`src/rtl/lwb_pkg.sv`:
```
// Shared encodings and helpers for the writeback load aligner.
package lwb_pkg;

  localparam logic [1:0] SZ_B = 2'd0;
  localparam logic [1:0] SZ_H = 2'd1;
  localparam logic [1:0] SZ_W = 2'd2;
  localparam logic [1:0] SZ_D = 2'd3;

  typedef enum logic [1:0] {
    ST_IDLE    = 2'd0,
    ST_WAIT_LO = 2'd1,
    ST_WAIT_HI = 2'd2
  } state_t;

  function automatic int size_bits(input logic [1:0] size);
    return 8 << size;
  endfunction

endpackage

```
`src/rtl/load_align_wb_lane_extract.sv`:
```
// Window shift, field mask and sign/zero extension of a loaded value.
module lane_extract
  import lwb_pkg::*;
#(
  parameter int XLEN = 32,
  parameter int AW   = $clog2(XLEN / 8)
) (
  input  logic [2*XLEN-1:0] window,
  input  logic [AW-1:0]     addr_lo,
  input  logic [1:0]        size,
  input  logic              sgn,
  output logic [XLEN-1:0]   result
);

  logic [2*XLEN-1:0] shifted;
  logic              fill;

  always_comb begin
    shifted = window >> {addr_lo, 3'b000};
    fill    = 1'b0;
    result  = '0;
    case (size)
      SZ_B:    fill = sgn & shifted[7];
      SZ_H:    fill = sgn & shifted[15];
      SZ_W:    fill = sgn & shifted[31];
      default: fill = sgn & shifted[XLEN-1];
    endcase
    for (int i = 0; i < XLEN; i++)
      result[i] = (i < size_bits(size)) ? shifted[i] : fill;
  end

endmodule

```
`src/rtl/load_align_wb.sv`:
```
// Writeback load aligner: collects one or two response beats and issues a
// registered single-cycle register-file write.
module load_align_wb
  import lwb_pkg::*;
#(
  parameter  int XLEN  = 32,
  parameter  int TAG_W = 5,
  localparam int AW    = $clog2(XLEN / 8)
) (
  input  logic             clk,
  input  logic             rst,
  input  logic             clk_en,
  input  logic             flush,
  input  logic             req_valid,
  output logic             req_ready,
  input  logic [1:0]       req_size,
  input  logic             req_signed,
  input  logic [AW-1:0]    req_addr_lo,
  input  logic             req_split,
  input  logic [TAG_W-1:0] req_tgt,
  input  logic             beat_valid,
  input  logic [XLEN-1:0]  beat_data,
  output logic             we,
  output logic [TAG_W-1:0] wb_tgt,
  output logic [XLEN-1:0]  wb_data,
  output logic             busy
);

  state_t            state, state_nxt;
  logic [1:0]        size_q, size_eff;
  logic              sgn_q, split_q, split_eff;
  logic [AW-1:0]     addr_q;
  logic [TAG_W-1:0]  tgt_q;
  logic [XLEN-1:0]   lo_buf, result;
  logic [2*XLEN-1:0] window;
  logic              accept, lo_load, emit;

  // A 32-bit datapath has no doubleword; a byte can never straddle beats.
  assign size_eff  = (XLEN == 32 && req_size == SZ_D) ? SZ_W : req_size;
  assign split_eff = req_split && (req_size != SZ_B);

  always_ff @(posedge clk) begin
    if (rst)         state <= ST_IDLE;
    else if (clk_en) state <= state_nxt;
  end

  always_comb begin
    state_nxt = state;
    case (state)
      ST_IDLE:    if (req_valid) state_nxt = ST_WAIT_LO;
      ST_WAIT_LO: if (beat_valid) state_nxt = split_q ? ST_WAIT_HI : ST_IDLE;
      ST_WAIT_HI: if (beat_valid) state_nxt = ST_IDLE;
      default:    state_nxt = ST_IDLE;
    endcase
    if (flush) state_nxt = ST_IDLE;
  end

  always_comb begin
    req_ready = (state == ST_IDLE) && !rst && !flush;
    busy      = (state != ST_IDLE);
    accept    = req_ready && req_valid;
    lo_load   = (state == ST_WAIT_LO) && beat_valid && split_q && !flush;
    emit      = beat_valid && !flush &&
                (((state == ST_WAIT_LO) && !split_q) || (state == ST_WAIT_HI));
  end

  // Second beat supplies the upper half of the window; single beats see zeros above.
  assign window = (state == ST_WAIT_HI) ? {beat_data, lo_buf}
                                        : {{XLEN{1'b0}}, beat_data};

  lane_extract #(.XLEN(XLEN)) u_extract (
    .window  (window),
    .addr_lo (addr_q),
    .size    (size_q),
    .sgn     (sgn_q),
    .result  (result)
  );

  always_ff @(posedge clk) begin
    if (rst) begin
      we      <= 1'b0;
      wb_tgt  <= '0;
      wb_data <= '0;
      lo_buf  <= '0;
      size_q  <= SZ_B;
      sgn_q   <= 1'b0;
      split_q <= 1'b0;
      addr_q  <= '0;
      tgt_q   <= '0;
    end else if (clk_en) begin
      we <= emit && (tgt_q != '0);
      if (emit) begin
        wb_tgt  <= tgt_q;
        wb_data <= result;
      end
      if (lo_load) lo_buf <= beat_data;
      if (accept) begin
        size_q  <= size_eff;
        sgn_q   <= req_signed;
        split_q <= split_eff;
        addr_q  <= req_addr_lo;
        tgt_q   <= req_tgt;
      end
    end
  end

endmodule

```
`config.mk`:
```
export PLATFORM = sky130hd
export DESIGN_NAME = load_align_wb
export DESIGN_NICKNAME = d
export VERILOG_FILES = /design/src/rtl/lwb_pkg.sv /design/src/rtl/load_align_wb_lane_extract.sv /design/src/rtl/load_align_wb.sv
export SDC_FILE = /design/constraint.sdc
export NUM_CORES = 1
export LEC_CHECK = 0
export CAP_MARGIN = 40
export CORE_UTILIZATION = 47
export CTS_CLUSTER_DIAMETER = 80
export DETAILED_ROUTE_END_ITERATION = 10
export GPL_ROUTABILITY_DRIVEN = 0
export PLACE_DENSITY = 0.83
export SETUP_SLACK_MARGIN = 0.1
export SYNTH_ARGS = -nofsm -noshare
export SYNTH_HDL_FRONTEND = slang
export SYNTH_SLANG_ARGS = --single-unit
```
`constraint.sdc`:
```
create_clock -name clk -period 1.9 [get_ports clk]
set_input_delay 0.19 -clock clk [delete_from_list [all_inputs] [get_ports clk]]
set_output_delay 0.19 -clock clk [all_outputs]
set_load 0.1 [all_outputs]
```
After elaboration in Yosys (flattened, before gate mapping)
Cells that the tools add are included.

Flip-flop bits (word level): 83. Bits of input ports: 49. Logic and storage cells: 119.

Magnitude comparators: 32. Equality and inequality tests: 7. Shifts and indexed selects: 2. Muxes and demuxes: 41. Bitwise operators: 3. Reductions and logical operators: 24.

Operators by type and width (count): $lt A6 B32 Y1 const A (16); $lt A5 B32 Y1 const A (8); $lt A4 B32 Y1 const A (4); $lt A3 B32 Y1 const A (2); $mux W64 (1); $shr A64 B5 Y32 (1); $lt A1 B32 Y1 const A (1); $lt A2 B32 Y1 const A (1); $mux W1 (32); $shl A4 B2 Y32 const A (1); $mux W2 (6); $logic_and A1 B1 Y1 (11); $ne A3 B3 Y1 const B (3); $pmux W2 S3 (1); $reduce_and A2 Y1 (3); $reduce_bool A5 Y1 (1); $eq A2 B1 Y1 const B (2); $eq A2 B2 Y1 const B (2); $logic_not A2 Y1 (2); $reduce_and A4 Y1 (1); $reduce_bool A2 Y1 (2); $and A1 B1 Y1 (3); $logic_not A1 Y1 (3); $pmux W1 S2 (1); $logic_or A1 B1 Y1 (1).

Logic depth before layout (Yosys ltp)
Depth after elaboration: 6. Gate-level depth with buffers: 8. Depth with buffers taken out: 5.

By module
Synthesis repeated with hierarchy kept, for this count alone.

Cell total of the unflattened synthesis: 655. Area, all modules: 5042.3 µm².

By module, submodules not included: load_align_wb (times used 1, cells each 526, area an instance 3906.2 µm², seq. area each 1661.6 µm²); lane_extract (times used 1, cells each 129, area an instance 1136.1 µm², seq. area each 0.0 µm²).

Worst setup path after synthesis
OpenSTA, ideal clock, no wires.

Kind: register -> register. From: reg state[0]. To: reg addr_q[0]. Library setup time: 0.128 ns. Data arrival time: 4.526 ns. Setup slack: -2.754 ns. Cell stages (with the launch flop): 8. Period minus slack after synthesis: 4.654 ns. Cell sequence: dfxtp_1 clkbuf_1 nor4_1 and3_1 clkbuf_1 buf_2 mux2i_1 nor2_1.

Word-level cells in the longest chain between the ends: 5.

Ends and longest elaborated chain: start, declared (line load_align_wb.sv:29) `state_t state, state_nxt;`; start signal, assigned (line load_align_wb.sv:44) `else if (clk_en) state <= state_nxt;`; $logic_not A2 Y1 (line load_align_wb.sv:59) `req_ready = (state == ST_IDLE) && !rst && !flush;`; $logic_and A1 B1 Y1 (2 in a row) (line load_align_wb.sv:59); via req_ready (line load_align_wb.sv:15) `output logic req_ready,`; $logic_and A1 B1 Y1 (line load_align_wb.sv:61) `accept = req_ready && req_valid;`; $reduce_and A2 Y1 (no line); end signal, assigned (line load_align_wb.sv:101) `addr_q <= req_addr_lo;`; end, declared (line load_align_wb.sv:32) `logic [AW-1:0] addr_q;`.

The timed path passes the listed nets, and every way through them passes these cells. A chain may end at the register's enable or synchronous reset.

Worst setup path in the final report
From: reg state[0]. To: reg wb_data[23].

Word-level cells in the longest chain between the ends: 6. Elaborated cells between the ends (all ways): 13. Classes of those cells: eq/ne: 2; shift: 1; mux: 3; bitwise: 3; reduce/logical: 4.

Ends and longest elaborated chain: $eq A2 B2 Y1 (line load_align_wb.sv:64, load_align_wb.sv:68); $mux W64 (line load_align_wb.sv:68) `assign window = (state == ST_WAIT_HI) ? {beat_data, lo_buf}`; $shr A64 B5 Y32 (line load_align_wb_lane_extract.sv:19) `shifted = window >> {addr_lo, 3'b000};`; $and A1 B1 Y1 (on tied branches); $pmux W1 S2 (line load_align_wb_lane_extract.sv:22) `case (size)`; $mux W1 (line load_align_wb_lane_extract.sv:29) `result[i] = (i < size_bits(size)) ? shifted[i] : fill;`; end signal, assigned (line load_align_wb.sv:94) `wb_data <= result;`; end, declared (line load_align_wb.sv:25) `output logic [XLEN-1:0] wb_data,`.

Parallel ways exist; a longest one is shown, timed or not.

==> results.cfg <==
[place]
hpwl_microns = 9435
placedInstanceArea_sq_um = 5567
count_of_input_and_output_buffers = 88

[setup_path]
cp_data_required_time_ns = 2.11
setup_slack_of_the_most_critical_reg_to_reg_path_ns = -0.06
cp_max_fo = 11
r2r-start = state[0]$_SDFFE_PP0P_
critical_path.startpoint_type = flop
r2r.worst_path.cells = 8
cp_data_arrival_time_ns = 2.16
setup.worst_path.class = flop to flop
critPathCaptureType = flop
worstReg2RegEnd = wb_data[23]$_SDFFE_PP0P_

[grt]
antenna_violations_before_repair = 0
largest_net_degree_at_the_start_of_global_routing = 84
first_global_vias = 4470
grt_pass1_wl_microns = 22670
globalRouteTotalUtil_pct = 29.68
grt_overflow = 0

[timing]
max-slew-margin-rel_pct = 36.86
tightestPinTransition_ns = 0.9471
final-hold-violation-count = 0
min_setup_slack_post_route_ns = -0.05757
finClkSkew_ns = 0.007758
final.setup.tns_ns = -0.6346
grt_setup_unrepaired = true
fin_crit_ns = 1.958
max_clock_freq_ghz = 0.5108
setup-violations-final = 19
maxSlewViolCount = 0
final.period_utilization_pct = 103.0

[synth]
post_synth_inst_count = 542
post_synth_num_cell_types = 41
ys_seq_area_share_pct = 38.33
syn_nets = 591
flip_flop_and_latch_count_after_synthesis = 83
yosys.area.top_type = sky130_fd_sc_hd__dfxtp_1
synth.cell_area_sq_um = 4335
ffs_w_async_s_r_synth_pct = 0
ys.flop_type = sky130_fd_sc_hd__dfxtp_1
yosysTopAreaCellShare_pct = 38.33
synthesis.yosys.warnings = 0
syn-mean-instance-area_sq_um = 7.999
synthTopCellsByArea = sky130_fd_sc_hd__dfxtp_1 (38%), sky130_fd_sc_hd__mux2i_1 (12%), sky130_fd_sc_hd__nand2_1 (9.2%), sky130_fd_sc_hd__a21oi_1 (8.1%), sky130_fd_sc_hd__nor2_1 (4.8%)
number_of_enable_flip_flop_cells_after_synthesis = 0

[min_path]
hold_class = input port to flop
end_point_of_the_most_critical_hold_path = split_q$_SDFFE_PP0P_
start_point_of_the_worst_min_delay_path = req_split
number_of_instances_on_the_worst_hold_path = 3

[floorplan]
pin_count = 89
die-width_microns = 98.05
coreArea_sq_um = 8806
initial_utilization_pct = 49.23
die_h_microns = 98.05
dieArea_sq_um = 9613
row_count = 34

[drt]
route.detailed.wl_per_inst_microns = 19.69
route.detailed.vias_per_inst = 6.330
initialDrtViolationCount = 620
drt_drc_violations_left = 8
route.final.wire_length_microns = 15110
dr_total_vias = 4855
pre_repair_dr_iteration_count = 10
ant_nets = 0

[power]
power.static_leakage_nw = 2.270
pwr_density_cell_nw_per_um2 = 577.5
worst_ir_drop_vdd_mv = 0.3169

[finish]
layout.cells.most_common = sky130_fd_sc_hd__nand2_1
layout.cell_area.non_filler_sq_um = 6133
most_frequent_cells_in_the_layout = sky130_fd_sc_hd__nand2_1 (105), sky130_fd_sc_hd__buf_4 (81), sky130_fd_sc_hd__dfxtp_1 (80), sky130_fd_sc_hd__a21oi_1 (63), sky130_fd_sc_hd__nor2_1 (54)
fill_cells = 647
area_growth_pct = 41.47
drive_above_1_share_pct = 25.64
num-nets-final = 703
diodes = 0

[clock_tree]
h-tree-depth = 3
clk_pin_slew_worst_paths_ns = 0.10
worstSkewPairLatency_ns = 0.36
ctsLongestPathBuffers = 2
numClockSinks = 83
cts_made_buffers = 9
cts_tree = yes
clock-root-buffer = sky130_fd_sc_hd__clkbuf_8
cts_hold_repair.buffers = 0

[status]
failed_checks = design-rule violations, negative setup slack
status = finished with violations

[flow_run]
timing.max_cap.violations = 0
## sequential cells by signal, indices dropped and copies added (netlist names)
signal / flops
split_q: 1
sgn_q: 1
size_q: 2
wb_tgt: 5
lo_buf: 32
state: 2
addr_q: 2
wb_data: 32
tgt_q: 5
we: 1
## worst max-delay path by stage
stage,from,to,slack [ns],depth (start not counted)
after floorplan,state[1]$_SDFFE_PP0P_,addr_q[0]$_SDFFE_PP0P_,-0.58,7
after global placement,beat_data[23],wb_data[19]$_SDFFE_PP0P_,-0.23,6
after detailed placement,beat_data[23],wb_data[8]$_SDFFE_PP0P_,-0.30,6
after CTS,state[0]$_SDFFE_PP0P_,wb_data[30]$_SDFFE_PP0P_,-0.03,6
after global routing,state[0]$_SDFFE_PP0P_,wb_data[8]$_SDFFE_PP0P_,-0.11,7
final,state[0]$_SDFFE_PP0P_,wb_data[23]$_SDFFE_PP0P_,-0.06,8
## cell type report
class	instances	area [sq um]	area share (%)
multi-input combinational	413	2743	44.72
clock inverter	7	58.81	0.9588
timing repair buffer	145	1391	22.68
inverter	2	11.26	0.1836
sequential	83	1670	27.23
clock buffer	9	123.9	2.020
tap	108	135.1	2.203
## where the power goes
| group | switching (mW) | total (mW) | internal, mW |
|---|---|---|---|
| combinational | 0.332 | 0.567 | 0.235 |
| sequential | 0.0139 | 1.77 | 1.75 |
| clock | 0.715 | 1.21 | 0.493 |
| total | 1.06 | 3.54 | 2.48 |
## synthesized netlist by cell type (5+ instances only)
master	n
sky130_fd_sc_hd__nor2_1	56
sky130_fd_sc_hd__nand2b_1	5
sky130_fd_sc_hd__clkbuf_1	31
sky130_fd_sc_hd__nand2_1	106
sky130_fd_sc_hd__a211oi_1	25
sky130_fd_sc_hd__a21oi_1	70
sky130_fd_sc_hd__nand3_1	16
sky130_fd_sc_hd__o2bb2ai_1	7
sky130_fd_sc_hd__mux2_2	5
sky130_fd_sc_hd__o211ai_1	7
sky130_fd_sc_hd__o22ai_1	13
sky130_fd_sc_hd__a311oi_1	7
sky130_fd_sc_hd__dfxtp_1	83
sky130_fd_sc_hd__mux2i_1	54
sky130_fd_sc_hd__buf_2	9
## critical path: stages (launching register included)
cell,delay (ns)
sky130_fd_sc_hd__dfxtp_2,0.35
sky130_fd_sc_hd__nand2b_4,0.16
sky130_fd_sc_hd__buf_4,0.16
sky130_fd_sc_hd__buf_4,0.13
sky130_fd_sc_hd__bufbuf_16,0.27
sky130_fd_sc_hd__a211oi_1,0.26
sky130_fd_sc_hd__a21oi_1,0.10
sky130_fd_sc_hd__a21oi_1,0.28
sky130_fd_sc_hd__a211oi_2,0.11
## metal layers
metal	track usage, %	share of wire (%)	up-vias	routed length [microns]
met5	0	0	-	0
met4	12.00	3.8	0	581
met3	7.373	11	76	1624
met2	46.53	46	347	6888
met1	39.09	40	2271	6012
li1	-	-	2161	-
## per-stage QoR
step / util, % / power [mW] / cells / hold slack (ns) / setup WS [ns]
floorplan: - / 2.082 / 542 / 0.3260 / -0.5845
global placement: 63.21 / 2.312 / 739 / 0.4424 / -0.2324
detailed placement: 63.21 / 2.324 / 739 / 0.4497 / -0.2961
CTS: 67.66 / 3.500 / 762 / 0.4313 / -0.02867
global route: 69.65 / 3.634 / 767 / 0.4326 / -0.1092
finish: 69.65 / 3.542 / 767 / 0.4356 / -0.05757
## cell families (layout without fill, tap and decap cells)
kind of cell / Yosys count / after routing / synth area share, %
compound gates: 141 / 142 / 20.84
flops: 83 / 83 / 38.33
mux: 62 / 62 / 15.32
simple gates: 209 / 209 / 20.92
buf+inv: 47 / 163 / 4.589
## repair_timing
action,CTS,global route
setup endpoints to repair,24,34
pin swaps,2,5
gates resized for setup,27,20
setup buffers,5,3
gates cloned,2,2
Power figures use the tool's default switching activity.
